`src/rtl/priv_1_11_seq_pkg.sv`:
```
// Shared types and constants for the privileged redirect sequencer.
// Latency: n/a (declarations only).
// Backpressure: n/a (declarations only).
package priv_1_11_seq_pkg;

  // Architectural widths of the redirect datapath
  localparam int XLEN         = 32;
  localparam int MTVEC_BASE_W = 30;

  // Sequencer control states
  typedef enum logic [1:0] {
    IDLE     = 2'd0,
    DRAIN    = 2'd1,
    REDIRECT = 2'd2
  } seq_state_t;

  // Which kind of redirect is in flight; decides target and commit strobe
  typedef enum logic {
    KIND_TRAP = 1'b0,
    KIND_MRET = 1'b1
  } redirect_kind_t;

  // Word-aligned mtvec base address: the low two bits are implicit zeros
  function automatic logic [XLEN-1:0] mtvec_addr(input logic [MTVEC_BASE_W-1:0] base);
    return {base, 2'b00};
  endfunction

endpackage

```
`src/rtl/priv_1_11_trap_target.sv`:
```
// Redirect target calculation: mepc for mret, mtvec base (+4*cause when vectored irq) for traps.
// Latency: purely combinational, registered by the sequencer when draining ends.
// Backpressure: none; output follows inputs.
module priv_1_11_trap_target
  import priv_1_11_seq_pkg::*;
#(
  parameter int CAUSE_W = 5
) (
  input  redirect_kind_t          kind,
  input  logic                    vec,
  input  logic                    intr,
  input  logic [CAUSE_W-1:0]      cause,
  input  logic [MTVEC_BASE_W-1:0] base,
  input  logic [XLEN-1:0]         mepc,
  output logic [XLEN-1:0]         target
);

  // Zero-extend the cause into a word offset; a carry out of bit 31 is dropped
  localparam int PAD_W = XLEN - CAUSE_W - 2;

  logic [XLEN-1:0] base_addr;
  logic [XLEN-1:0] vec_off;

  assign base_addr = mtvec_addr(base);
  assign vec_off   = {{PAD_W{1'b0}}, cause, 2'b00};

  // Select return PC, vectored interrupt entry or common trap entry
  always_comb begin
    target = base_addr;
    if (kind == KIND_MRET) begin
      target = mepc;
    end else if (vec && intr) begin
      target = base_addr + vec_off;
    end
  end

endmodule

```
`src/rtl/priv_1_11_trap_sequencer.sv`:
```
// Sequences trap entry / mret: latch request, flush and drain pipe, hold redirect, pulse CSR commit.
// Latency: request -> insert_pc in 2 cycles minimum (pipe already clear), commit in the ack cycle.
// Backpressure: insert_pc/priv_pc held until fetch_ack; requests are levels held by the requester.
module priv_1_11_trap_sequencer
  import priv_1_11_seq_pkg::*;
#(
  parameter int CAUSE_W       = 5,
  parameter int DRAIN_TIMEOUT = 64
) (
  input  logic                    clk,
  input  logic                    rst,
  input  logic                    trap_req,
  input  logic                    trap_intr,
  input  logic [CAUSE_W-1:0]      trap_cause,
  input  logic                    mret_req,
  input  logic [MTVEC_BASE_W-1:0] mtvec_base,
  input  logic                    mtvec_vec,
  input  logic [XLEN-1:0]         mepc,
  input  logic                    pipe_clear,
  input  logic                    fetch_ack,
  output logic                    flush_req,
  output logic                    insert_pc,
  output logic [XLEN-1:0]         priv_pc,
  output logic                    trap_commit,
  output logic                    mret_commit,
  output logic                    busy,
  output logic                    drain_err
);

  // Counter only needs to reach DRAIN_TIMEOUT-1; the drain ends on that value
  localparam int              CNT_W    = (DRAIN_TIMEOUT > 1) ? $clog2(DRAIN_TIMEOUT) : 1;
  localparam logic [CNT_W-1:0] CNT_LAST = CNT_W'(DRAIN_TIMEOUT - 1);

  seq_state_t     state, state_nxt;
  redirect_kind_t kind;
  logic           lat_intr;
  logic [CAUSE_W-1:0] lat_cause;
  logic [CNT_W-1:0]   drain_cnt;
  logic           pend;
  logic [XLEN-1:0] target;

  // Control strobes from the next-state logic to the datapath registers
  logic take_trap;
  logic take_mret;
  logic drain_exit;
  logic drain_tmo;

  priv_1_11_trap_target #(
    .CAUSE_W (CAUSE_W)
  ) u_target (
    .kind   (kind),
    .vec    (mtvec_vec),
    .intr   (lat_intr),
    .cause  (lat_cause),
    .base   (mtvec_base),
    .mepc   (mepc),
    .target (target)
  );

  // State register; reset aborts any sequence in flight
  always_ff @(posedge clk) begin
    if (rst) begin
      state <= IDLE;
    end else begin
      state <= state_nxt;
    end
  end

  // Next-state, request arbitration and handshake outputs
  always_comb begin
    state_nxt   = state;
    flush_req   = 1'b0;
    insert_pc   = 1'b0;
    trap_commit = 1'b0;
    mret_commit = 1'b0;
    take_trap   = 1'b0;
    take_mret   = 1'b0;
    drain_exit  = 1'b0;
    drain_tmo   = 1'b0;
    unique case (state)
      IDLE: begin
        // Trap beats mret; a trap that arrived during an mret also
        // blocks mret for the single IDLE cycle after that mret commits
        if (trap_req) begin
          take_trap = 1'b1;
          state_nxt = DRAIN;
        end else if (mret_req && !pend) begin
          take_mret = 1'b1;
          state_nxt = DRAIN;
        end
      end
      DRAIN: begin
        flush_req = 1'b1;
        if (pipe_clear) begin
          drain_exit = 1'b1;
          state_nxt  = REDIRECT;
        end else if (drain_cnt == CNT_LAST) begin
          // Give up waiting, flag it, and redirect anyway
          drain_tmo  = 1'b1;
          drain_exit = 1'b1;
          state_nxt  = REDIRECT;
        end
      end
      REDIRECT: begin
        flush_req = 1'b1;
        insert_pc = 1'b1;
        if (fetch_ack) begin
          // CSR side effects happen exactly when fetch takes the target
          trap_commit = !rst && (kind == KIND_TRAP);
          mret_commit = !rst && (kind == KIND_MRET);
          state_nxt   = IDLE;
        end
      end
      default: begin
        state_nxt = IDLE;
      end
    endcase
  end

  // Request capture, drain counter, target register and sticky flags
  always_ff @(posedge clk) begin
    if (rst) begin
      kind      <= KIND_TRAP;
      lat_intr  <= 1'b0;
      lat_cause <= '0;
      drain_cnt <= '0;
      priv_pc   <= '0;
      drain_err <= 1'b0;
      pend      <= 1'b0;
    end else begin
      if (take_trap) begin
        kind      <= KIND_TRAP;
        lat_intr  <= trap_intr;
        lat_cause <= trap_cause;
      end else if (take_mret) begin
        kind <= KIND_MRET;
      end

      // Counts cycles spent in DRAIN; restarts from zero for every sequence
      if (state == DRAIN && !drain_exit) begin
        drain_cnt <= drain_cnt + 1'b1;
      end else begin
        drain_cnt <= '0;
      end

      // Target is frozen on leaving DRAIN so it is stable while insert_pc is up
      if (drain_exit) begin
        priv_pc <= target;
      end

      if (drain_tmo) begin
        drain_err <= 1'b1;
      end

      // Remember a trap seen while an mret is in flight; consumed in IDLE
      if (state == IDLE) begin
        pend <= 1'b0;
      end else if (trap_req && kind == KIND_MRET) begin
        pend <= 1'b1;
      end
    end
  end

  assign busy = (state != IDLE);

endmodule
```
`config.mk`:
```
export PLATFORM = sky130hd
export DESIGN_NAME = priv_1_11_trap_sequencer
export DESIGN_NICKNAME = d
export VERILOG_FILES = /design/src/rtl/priv_1_11_seq_pkg.sv /design/src/rtl/priv_1_11_trap_target.sv /design/src/rtl/priv_1_11_trap_sequencer.sv
export SDC_FILE = /design/constraint.sdc
export NUM_CORES = 1
export LEC_CHECK = 0
export BUFFER_PORTS_ARGS = -buffer_cell sky130_fd_sc_hd__buf_2
export CORE_ASPECT_RATIO = 0.75
export CORE_MARGIN = 5
export CORE_UTILIZATION = 51
export CTS_BUF_LIST = sky130_fd_sc_hd__clkbuf_8
export CTS_CLUSTER_DIAMETER = 150
export CTS_CLUSTER_SIZE = 25
export DETAILED_ROUTE_END_ITERATION = 10
export HOLD_SLACK_MARGIN = 0.1
export PLACE_DENSITY = 0.79
export SYNTH_ARGS = -nofsm -noshare
export SYNTH_HDL_FRONTEND = slang
export SYNTH_SLANG_ARGS = --single-unit
```
`constraint.sdc`:
```
create_clock -name clk -period 2.45 [get_ports clk]
set_input_delay 0.1225 -clock clk [delete_from_list [all_inputs] [get_ports clk]]
set_output_delay 0.1225 -clock clk [all_outputs]
set_load 0.01 [all_outputs]
```
==> run summary, run 1 <==
Pwr
* worst vdd ir: 352 uV
* total power: 2.54 mW
* Power Density: 645 mW/mm^2
* Leak Pwr: 1.62 nW

Worst hold path
* end point of the most critical hold path: priv_pc[30]
* class of the most critical hold timing path: in2reg
* number of cells on the worst hold path: 3
* startpoint of the lowest-slack hold path: mtvec_base[28]

Flow run
* max-cap violation count: 0

Clocking
* TritonCTS clock tree: built
* clock input transition at the sequential cells of the worst setup and hold paths: 0.09 ns
* Longest Clk Path Bufs: 2
* root buf cell: sky130_fd_sc_hd__clkbuf_8
* Inserted Clock Buffers: 5
* insertion delay of the later-clocked pin in the worst-skew pair: 0.31 ns
* H-Tree Level Count: 2
* count of buffers added by post-CTS timing repair for setup: 0
* Sink Count: 49

Timing
* ratio of final minimum period to clock period: 91.7%
* slew at the pin closest to its max-slew limit: 0.529 ns
* Period minus WS final: 2.25 ns
* Total Neg Setup Slack: 0 ns
* worst slew margin relative to its limit: 64.5%
* Worst Setup Slack, final: 0.203 ns
* count of pins over their slew limit: 0
* RSZ-0062 raised after global routing: no
* Layout Skew: 0.00735 ns
* Setup violations, final: 0
* Achievable Freq: 445 MHz
* Final Hold Fails: 0

Finish
* core utilization of the finished layout: 68.6%
* synthesis-to-layout area growth: 32.9%
* final antenna diode count: 0
* flip-flop and latch area: 981 sq um
* combined area of the multi-input logic cells: 0.00186 sq mm
* net total in the final layout: 594
* fraction of layout instances using a drive strength above 1: 28.0%
* # fillers: 480
* number of non-filler instances in the completed layout: 588

Yosys
* Synth warnings: 0
* Synth Net Count: 467
* sequential cell area fraction in the yosys report: 33.2%
* average cell area after synthesis: 7.75 sq um
* number of flops mapped to enable cells by yosys: 0
* leading cell types by total area after synthesis: sky130_fd_sc_hd__dfxtp_1, sky130_fd_sc_hd__nand2_1, sky130_fd_sc_hd__a21oi_1, sky130_fd_sc_hd__nor3_1, sky130_fd_sc_hd__nand3_1
* Netlist Area Pre-Place: 0.00296 sq mm
* synthesis-stage register bit count: 49
* Async S/R FF share, synth: 0%
* ranking of synthesized cells by instance count: sky130_fd_sc_hd__dfxtp_1, sky130_fd_sc_hd__nand2_1, sky130_fd_sc_hd__a21oi_1
* predominant post-synthesis flop cell: sky130_fd_sc_hd__dfxtp_1
* most common cell in the synthesized netlist: sky130_fd_sc_hd__dfxtp_1
* cell accounting for the most synthesized area: sky130_fd_sc_hd__dfxtp_1
* gate count after technology mapping: 382
* area fraction of the dominant cell type after synthesis: 33.2%
* number of different library cells in the post-synthesis netlist: 52

Detailed routing
* via count normalized by instance count: 5.71
* antenna viol nets, final: 0
* DRC violations left: 0
* total wire length after detailed routing: 9300 microns
* first-pass detailed-route iteration total: 6
* via count: 3358
* Routed wire per std cell: 15.8 microns
* number of DRC violations after detailed-routing iteration 0: 223

Critical path
* largest incremental delay on the critical path: 0.44 ns
* launch instance of the worst register-to-register path: lat_cause[0]
* Reg2Reg Setup Slack: 0.20 ns
* nature of the critical path endpoint: register
* cell with the largest stage delay on the worst path: sky130_fd_sc_hd__fa_1
* critical path, cell by cell: ha_1 > fa_1 > a21oi_2 > o22ai_2 > and4_1 > o311ai_0 > a21oi_1
* cell family contributing the most delay on the critical path: compound AO/OA/AOI/OAI gates
* Critical Path Start: lat_cause[0]
* critical path launch point type: register
* worst reg-to-reg path cell count: 7
* Crit Reg-Reg Endpoint: priv_pc[14]
* CP max FO: 10
* data required time at the worst endpoint: 2.63 ns
* number of buffer and inverter stages on the critical path: 0
* class of the most critical setup path: reg2reg
* worst path arrival time: 2.43 ns

Floorplan
* std cell rows: 24
* floorplan die area: 0.00744 sq mm
* initial cell density of the core: 51.6%
* height of the chip: 76.0 microns
* IO Count: 113
* die outline width: 98.0 microns
* Floorplan Core Area: 0.00574 sq mm

Placed design
* instance count after placement with tap cells included: 563
* count of input and output buffers: 112
* post-placement setup slack: 0.0697 ns
* HPWL reported at the end of detailed placement: 6760 microns
* weighted congestion at the end of routability-driven global placement: 0.873

GRT
* global-route wire length before repair: 15400 microns
* via count of the first global-routing pass: 3189
* global-route congestion overflow total: 0
* Overall Global Routing Usage: 24.7%
* antenna violations before repair: 0
* pin count of the biggest net entering global routing: 54

Status
* status: completed

metal layers:
metal | up-vias | global-route usage (%) | part of all wire, %
met5 | - | 0 | 0
met4 | 0 | 5.53 | 0.84
met3 | 9 | 6.42 | 9.6
met2 | 147 | 39.9 | 46
met1 | 1527 | 33.2 | 44
li1 | 1675 | - | -
cell families after synthesis:
kind of cell	count (synthesis)	synth area share, %
compound gates	90	19.7
xor+xnor	16	4.74
simple gates	180	32.6
buf+inv	34	4.31
flops	49	33.2
fa+ha+maj	10	4.48
mux	3	1.01
worst reg2reg max path, cell delays in order (launching register included):
cell                       delay [ns]
sky130_fd_sc_hd__dfxtp_1         0.32
sky130_fd_sc_hd__ha_1            0.21
sky130_fd_sc_hd__fa_1            0.44
sky130_fd_sc_hd__a21oi_2         0.25
sky130_fd_sc_hd__o22ai_2         0.23
sky130_fd_sc_hd__and4_1          0.26
sky130_fd_sc_hd__o311ai_0        0.30
sky130_fd_sc_hd__a21oi_1         0.12
placed cells by master (no fill, tap or decap), types with 3 or more instances in the layout:
cell type                       count
sky130_fd_sc_hd__nand3_1           26
sky130_fd_sc_hd__ha_1               9
sky130_fd_sc_hd__mux2i_1            3
sky130_fd_sc_hd__or4_1              6
sky130_fd_sc_hd__a31oi_1           12
sky130_fd_sc_hd__o21a_1             3
sky130_fd_sc_hd__nand4b_1           4
sky130_fd_sc_hd__xor2_1            10
sky130_fd_sc_hd__nor3b_1            3
sky130_fd_sc_hd__o22ai_1            4
sky130_fd_sc_hd__buf_4             14
sky130_fd_sc_hd__a21oi_1           30
sky130_fd_sc_hd__xnor2_1            6
sky130_fd_sc_hd__and3_1             3
sky130_fd_sc_hd__dfxtp_1           49
sky130_fd_sc_hd__o211ai_1           6
sky130_fd_sc_hd__buf_2            112
sky130_fd_sc_hd__nand2_1           45
sky130_fd_sc_hd__dlygate4sd3_1     17
sky130_fd_sc_hd__a211oi_1           4
sky130_fd_sc_hd__nand2b_1           3
sky130_fd_sc_hd__a21boi_0           3
sky130_fd_sc_hd__nand4_1           14
sky130_fd_sc_hd__o21ai_0            8
sky130_fd_sc_hd__nand3b_1           7
sky130_fd_sc_hd__nor3_1            29
sky130_fd_sc_hd__inv_1             12
sky130_fd_sc_hd__nor2_1            24
sky130_fd_sc_hd__clkbuf_8           6
sky130_fd_sc_hd__nor4_1             3
report_power, final:
| part | internal, mW | switching (mW) |
|---|---|---|
| Clock | 0.329 | 0.279 |
| Sequential | 0.905 | 0.0740 |
| Combinational | 0.370 | 0.580 |
metrics by stage:
step	cell area, sq um	hold slack, ns
5_1_grt	3930	0.108
3_3_place_gp	3640	0.396
4_1_cts	3920	0.104
6_report	3930	0.112
2_1_floorplan	2960	0.286
3_5_place_dp	3640	0.402
layout make-up:
class | instances | share of cell area [%]
Multi-Input combinational cell | 299 | 47.3
Sequential cell | 49 | 24.9
Timing Repair Buffer | 143 | 21.3
Tap cell | 78 | 2.48
Clock buffer | 6 | 2.10
Inverter | 11 | 1.05
Clock inverter | 2 | 0.859
worst max path at each step:
| stage | cells past startpoint | endpoint | slack [ns] |
|---|---|---|---|
| 4_1_cts | 7 | priv_pc[14] | 0.02 |
| 3_3_place_gp | 7 | priv_pc[28] | 0.16 |
| 5_1_grt | 7 | priv_pc[14] | 0.005 |
| 2_1_floorplan | 8 | priv_pc[14] | 0.35 |
| 6_report | 7 | priv_pc[14] | 0.20 |
| 3_5_place_dp | 7 | priv_pc[14] | 0.07 |
flip-flops by register name, summed over array words and instances (netlist names):
register and cells:
pend 1, lat_intr 1, lat_cause 5, drain_err 1, state 2, kind 1
drain_cnt 6, priv_pc 32
timing repair:
item | 4_1_cts | 5_1_grt
setup endpoints to repair | 0 | 9
gates resized for setup | 0 | 2
hold endpoints to repair | 17 | 0
hold buffers | 17 | 0
(Power assumes the default switching activity.)
==> run 2, diff against run 1 <==
==> constraint.sdc (replaced) <==
create_clock -name clk -period 2.4 [get_ports clk]
set_input_delay 0.12 -clock clk [delete_from_list [all_inputs] [get_ports clk]]
set_output_delay 0.12 -clock clk [all_outputs]
set_load 0.01 [all_outputs]
==> run 2 against run 1 <==
  * Sequential share of layout area up 0.32 points
  * Non-clock buffer count shrank 2
  * First-iteration DRC count shrank 1.8%
  * Critical path type unchanged
  * Final area is 1.3% lower
  * Worst setup slack got worse by 0.033 ns
  * Clock skew down 0.0010 ns
  * Global-route usage down 0.24 points
  * Combinational power grew 2%
  * Largest cell class unchanged
  * Final cell count down 0.51%
  * Die area stayed put
  * Register-to-register slack worse by 0.03 ns
  * Hold slack about the same
==> run summary, run 2 (same netlist as run 1, synthesis figures left out) <==
Timing
* ratio of final minimum period to clock period: 92.9%, +1.2 points
* count of pins over their slew limit: 0, unchanged
* Final Hold Fails: 0, unchanged
* Period minus WS final: 2.23 ns, -0.0166 ns
* Achievable Freq: 448 MHz, +0.74%
* WHS: 0.112 ns, -0.0000380 ns
* slew at the pin closest to its max-slew limit: 0.643 ns, +0.115 ns
* RSZ-0062 raised after global routing: no
* Setup violations, final: 0, unchanged
* Layout Skew: 0.00633 ns, -0.00102 ns
* Total Neg Setup Slack: 0 ns, unchanged
* worst slew margin relative to its limit: 57.0%, -7.4 points

Finish
* core utilization of the finished layout: 67.7%, -0.87 points
* final antenna diode count: 0, unchanged
* # fillers: 504, +5.0%
* net total in the final layout: 592, -0.34%
* largest registers: priv_pc x32, drain_cnt x6, lat_cause x5
* number of non-filler instances in the completed layout: 585, -0.51%
* synthesis-to-layout area growth: 31.2%
* flip-flop and latch area: 981 sq um, unchanged
* number of flip-flops in the largest register: 32, unchanged
* combined area of the multi-input logic cells: 0.00186 sq mm, unchanged
* most common cell after layout, fill and taps aside: sky130_fd_sc_hd__buf_2
* fraction of layout instances using a drive strength above 1: 28.0%, -0.031 points
* most frequent cells in the layout: sky130_fd_sc_hd__buf_2, sky130_fd_sc_hd__dfxtp_1, sky130_fd_sc_hd__nand2_1, sky130_fd_sc_hd__a21oi_1, sky130_fd_sc_hd__nor3_1
* top register by number of flip-flops: priv_pc

Clocking
* clock input transition at the sequential cells of the worst setup and hold paths: 0.09 ns, about the same
* Longest Clk Path Bufs: 2, unchanged
* root buf cell: sky130_fd_sc_hd__clkbuf_8
* Sink Count: 49, unchanged
* TritonCTS clock tree: built
* Inserted Clock Buffers: 5, unchanged
* H-Tree Level Count: 2, unchanged
* insertion delay of the later-clocked pin in the worst-skew pair: 0.31 ns, about the same

GRT
* antenna violations before repair: 0, unchanged
* global-route congestion overflow total: 0, unchanged
* via count of the first global-routing pass: 3287, +3.1%
* Overall Global Routing Usage: 24.5%, -0.24 points
* pin count of the biggest net entering global routing: 54, unchanged
* global-route wire length before repair: 15500 microns, +0.67%

Pwr
* Leak Pwr: 1.59 nW, -1.4%
* Power Density: 638 mW/mm^2, -1.1%
* worst vdd ir: 351 uV, -0.36%

Detailed routing
* via count: 3396, +1.1%
* first-pass detailed-route iteration total: 5, -1
* number of DRC violations after detailed-routing iteration 0: 219, -1.8%
* total wire length after detailed routing: 9460 microns, +1.7%
* Routed wire per std cell: 16.2 microns, +2.3%
* via count normalized by instance count: 5.81, +1.7%
* antenna viol nets, final: 0, unchanged
* DRC violations left: 0, unchanged

Floorplan
* initial cell density of the core: 51.6%, unchanged
* IO Count: 113, unchanged
* std cell rows: 24, unchanged
* die outline width: 98.0 microns, unchanged
* height of the chip: 76.0 microns, unchanged
* Floorplan Core Area: 0.00574 sq mm, unchanged
* floorplan die area: 0.00744 sq mm, unchanged

Critical path
* critical path launch point type: register
* number of buffer and inverter stages on the critical path: 0, unchanged
* worst path arrival time: 2.43 ns, about the same
* nature of the critical path endpoint: register
* data required time at the worst endpoint: 2.59 ns, -0.04 ns
* cell with the largest stage delay on the worst path: sky130_fd_sc_hd__o21ai_1
* largest incremental delay on the critical path: 0.45 ns, about the same
* CP max FO: 5, -5
* cell family contributing the most delay on the critical path: compound AO/OA/AOI/OAI gates
* class of the most critical setup path: reg2reg
* Reg2Reg Setup Slack: 0.17 ns, -0.03 ns
* critical path, cell by cell: ha_1 > o21ai_0 > o21ai_1 > nand4_1 > xor2_1 > a2111oi_2

Placed design
* count of input and output buffers: 112, unchanged
* weighted congestion at the end of routability-driven global placement: 0.876, +0.31%
* instance count after placement with tap cells included: 563, unchanged
* HPWL reported at the end of detailed placement: 6890 microns, +2.1%

Worst hold path
* class of the most critical hold timing path: in2reg

Status
* status: completed

Flow run
* max-cap violation count: 0, unchanged

run 2: cell count changes in the layout (fill, tap and decap cells not counted), sizes merged:
cell / before / now
dlygate4sd3: 17 / 15
bufinv: 1 / 0
run 2: worst paths after layout:
| check | from | end | depth (start not counted) |
|---|---|---|---|
| max | lat_cause[3] | priv_pc[25] | 6 |
| min | mepc[7] | priv_pc[7] | 3 |
| max reg2reg | lat_cause[3] | priv_pc[25] | 6 |
| min reg2reg | priv_pc[1] | priv_pc[1] | 2 |
run 2: area by class of cell:
| cell class | instances | share of cell area (%) |
|---|---|---|
| clock buffers | 6 | 2.13 |
| clock inverters | 1 | 0.0967 |
| inverters | 11 | 1.06 |
| multi-input cells | 299 | 47.9 |
| flip-flops and latches | 49 | 25.3 |
| well taps | 78 | 2.51 |
| repair buffers | 141 | 21.0 |
run 2: metal layers:
layer,up-vias,share of wire (%),GRT usage [%]
met5,-,0,0
met1,1559,44,32.6
li1,1665,-,-
met4,0,1.0,4.98
met3,12,9.2,6.79
met2,160,45,39.7
run 2: timing repair:
action                                  in CTS  in global routing
endpoints found under the setup margin       2                  5
buffers inserted                             0                  0
gates resized for setup                      1                  1
hold buffers                                14                  1
hold endpoints to repair                    14                  1
run 2: power breakdown:
part,total (mW),switching [mW],internal [mW]
Combinational,0.967,0.592,0.375
Clock,0.501,0.275,0.225
Sequential,1.01,0.0848,0.924
Total,2.48,0.952,1.52
run 2: through the flow:
stage / cell area, sq um / total power, mW / setup slack (ns)
2_1_floorplan: 2960 / 1.59 / 0.303
3_5_place_dp: 3640 / 1.96 / 0.0183
3_3_place_gp: 3640 / 1.93 / 0.148
5_1_grt: 3880 / 2.64 / 0.0144
4_1_cts: 3870 / 2.47 / 0.102
6_report: 3880 / 2.48 / 0.170
run 2: tightest hold or removal path: stages:
cell and delay [ns]:
sky130_fd_sc_hd__buf_2 0.10, sky130_fd_sc_hd__nor2_1 0.09, sky130_fd_sc_hd__o41ai_1 0.07
==> run 3, diff against run 2 <==
--- a/config.mk
+++ b/config.mk
@@ -15,6 +15,7 @@
 export DETAILED_ROUTE_END_ITERATION = 10
 export HOLD_SLACK_MARGIN = 0.1
 export PLACE_DENSITY = 0.79
+export SLEW_MARGIN = 0
 export SYNTH_ARGS = -nofsm -noshare
 export SYNTH_HDL_FRONTEND = slang
 export SYNTH_SLANG_ARGS = --single-unit
==> constraint.sdc (replaced) <==
create_clock -name clk -period 2.4 [get_ports clk]
set_input_delay 0.24 -clock clk [delete_from_list [all_inputs] [get_ports clk]]
set_output_delay 0.24 -clock clk [all_outputs]
set_load 0.01 [all_outputs]
==> run 3 against run 2 <==
  * Hold slack improved by 0.088 ns
  * Final cell count fell by 2.6%
  * First-iteration DRC count fell by 22%
  * Sequential power barely moved
  * Final area fell by 3.9%
  * Clock power barely moved
==> run summary, run 3 (same netlist as run 1, synthesis figures left out) <==
Finish
* final antenna diode count: 0, unchanged
* most common cell after layout, fill and taps aside: sky130_fd_sc_hd__buf_2
* most frequent cells in the layout: sky130_fd_sc_hd__buf_2, sky130_fd_sc_hd__dfxtp_1, sky130_fd_sc_hd__nand2_1, sky130_fd_sc_hd__a21oi_1, sky130_fd_sc_hd__nor3_1
* core utilization of the finished layout: 65.0%, -2.7 points
* # fillers: 549, +8.9%
* top register by number of flip-flops: priv_pc
* net total in the final layout: 577, -2.5%
* number of flip-flops in the largest register: 32, unchanged
* fraction of layout instances using a drive strength above 1: 28.9%, +0.85 points
* largest registers: priv_pc x32, drain_cnt x6, lat_cause x5
* synthesis-to-layout area growth: 26.0%

Detailed routing
* Routed wire per std cell: 16.0 microns, -1.1%
* first-pass detailed-route iteration total: 6, +1
* via count normalized by instance count: 5.76, -0.69%
* number of DRC violations after detailed-routing iteration 0: 171, -22%
* antenna viol nets, final: 0, unchanged
* DRC violations left: 0, unchanged
* total wire length after detailed routing: 9120 microns, -3.6%
* via count: 3286, -3.2%

Timing
* WHS: 0.200 ns, +0.0877 ns
* Total Neg Setup Slack: 0 ns, unchanged
* Period minus WS final: 2.28 ns, +0.0473 ns
* RSZ-0062 raised after global routing: no
* Final Hold Fails: 0, unchanged
* count of pins over their slew limit: 0, unchanged
* slew at the pin closest to its max-slew limit: 0.688 ns, +0.0446 ns
* Achievable Freq: 439 MHz, -2.1%
* Setup violations, final: 0, unchanged
* worst slew margin relative to its limit: 54.1%, -3.0 points
* Layout Skew: 0.00609 ns, -0.000235 ns
* ratio of final minimum period to clock period: 94.9%, +2.0 points

GRT
* global-route congestion overflow total: 0, unchanged
* Overall Global Routing Usage: 23.9%, -0.63 points
* global-route wire length before repair: 15000 microns, -3.6%
* antenna violations before repair: 0, unchanged
* pin count of the biggest net entering global routing: 54, unchanged
* via count of the first global-routing pass: 3197, -2.7%

Clocking
* Inserted Clock Buffers: 5, unchanged
* TritonCTS clock tree: built
* root buf cell: sky130_fd_sc_hd__clkbuf_8
* Sink Count: 49, unchanged
* clock input transition at the sequential cells of the worst setup and hold paths: 0.09 ns, about the same
* H-Tree Level Count: 2, unchanged
* insertion delay of the later-clocked pin in the worst-skew pair: 0.30 ns, about the same
* Longest Clk Path Bufs: 2, unchanged

Floorplan
* initial cell density of the core: 51.6%, unchanged
* die outline width: 98.0 microns, unchanged
* IO Count: 113, unchanged
* std cell rows: 24, unchanged
* Floorplan Core Area: 0.00574 sq mm, unchanged
* floorplan die area: 0.00744 sq mm, unchanged
* height of the chip: 76.0 microns, unchanged

Critical path
* Reg2Reg Setup Slack: 0.12 ns, -0.05 ns
* number of buffer and inverter stages on the critical path: 0, unchanged
* CP max FO: 10, +5
* launch instance of the worst register-to-register path: lat_cause[0]
* cell family contributing the most delay on the critical path: compound AO/OA/AOI/OAI gates
* critical path launch point type: register
* largest incremental delay on the critical path: 0.41 ns, -0.04 ns
* cell seen most often among critical-path stages: sky130_fd_sc_hd__a21oi_1
* nature of the critical path endpoint: register
* critical path, cell by cell: ha_1 > fa_1 > a21oi_1 > o22ai_2 > and4_1 > o311ai_0 > a21oi_1
* cell with the largest stage delay on the worst path: sky130_fd_sc_hd__fa_1
* Critical Path Start: lat_cause[0]
* worst path arrival time: 2.45 ns, +0.02 ns
* class of the most critical setup path: reg2reg
* data required time at the worst endpoint: 2.57 ns, -0.02 ns

Worst hold path
* class of the most critical hold timing path: in2reg
* startpoint of the lowest-slack hold path: trap_intr

Placed design
* weighted congestion at the end of routability-driven global placement: 0.852, -2.7%
* HPWL reported at the end of detailed placement: 6780 microns, -1.6%
* count of input and output buffers: 112, unchanged

Pwr
* Leak Pwr: 1.53 nW, -4.0%
* worst vdd ir: 450 uV, +28%
* Power Density: 656 mW/mm^2, +2.8%

Flow run
* max-cap violation count: 0, unchanged

Status
* status: completed

-- run 3: cell type report --
type	instances	area, sq um	area share [%]
Sequential cell	49	981	26.3
Multi-Input combinational cell	299	1860	49.8
Tap cell	78	97.6	2.62
Timing Repair Buffer	126	666	17.8
Clock buffer	6	82.6	2.21
Clock inverter	1	3.75	0.101
Inverter	11	41.3	1.11
-- run 3: path summary, 6_finish.rpt --
check           endpoint  cells past startpoint
max          priv_pc[14]                      7
min             lat_intr                      3
max reg2reg  priv_pc[14]                      7
min reg2reg   priv_pc[0]                      2
-- run 3: worst min-delay path, stage by stage --
cell and delay (ns):
sky130_fd_sc_hd__buf_2 0.09, sky130_fd_sc_hd__nand3_1 0.07, sky130_fd_sc_hd__a21oi_1 0.06
-- run 3: metrics by stage --
step           power (mW)  setup slack (ns)  std cells  instance area, sq um
6_report             2.45             0.122        570                  3730
3_5_place_dp         1.95          0.000790        563                  3640
3_3_place_gp         1.92             0.109        563                  3640
5_1_grt              2.61           0.00455        570                  3730
4_1_cts              2.45             0.127        570                  3730
2_1_floorplan        1.59             0.303        382                  2960
-- run 3: repair_timing --
action,4_1_cts,5_1_grt
hold buffers,0,0
buffers inserted,0,0
endpoints found under the setup margin,1,1
hold endpoints to repair,0,0
resized for setup,1,1
-- run 3: power breakdown --
group          switching [mW]  total [mW]  internal (mW)
logic                   0.580       0.937          0.357
clock network           0.274       0.499          0.225
registers              0.0860        1.01          0.924
-- run 3: metal layers --
| layer | track usage (%) | vias up | share of wire (%) |
|---|---|---|---|
| met5 | 0 | - | 0 |
| met4 | 5.67 | 0 | 0.68 |
| met3 | 7.43 | 8 | 10 |
| met2 | 38.3 | 136 | 46 |
| met1 | 31.3 | 1505 | 43 |
| li1 | - | 1637 | - |
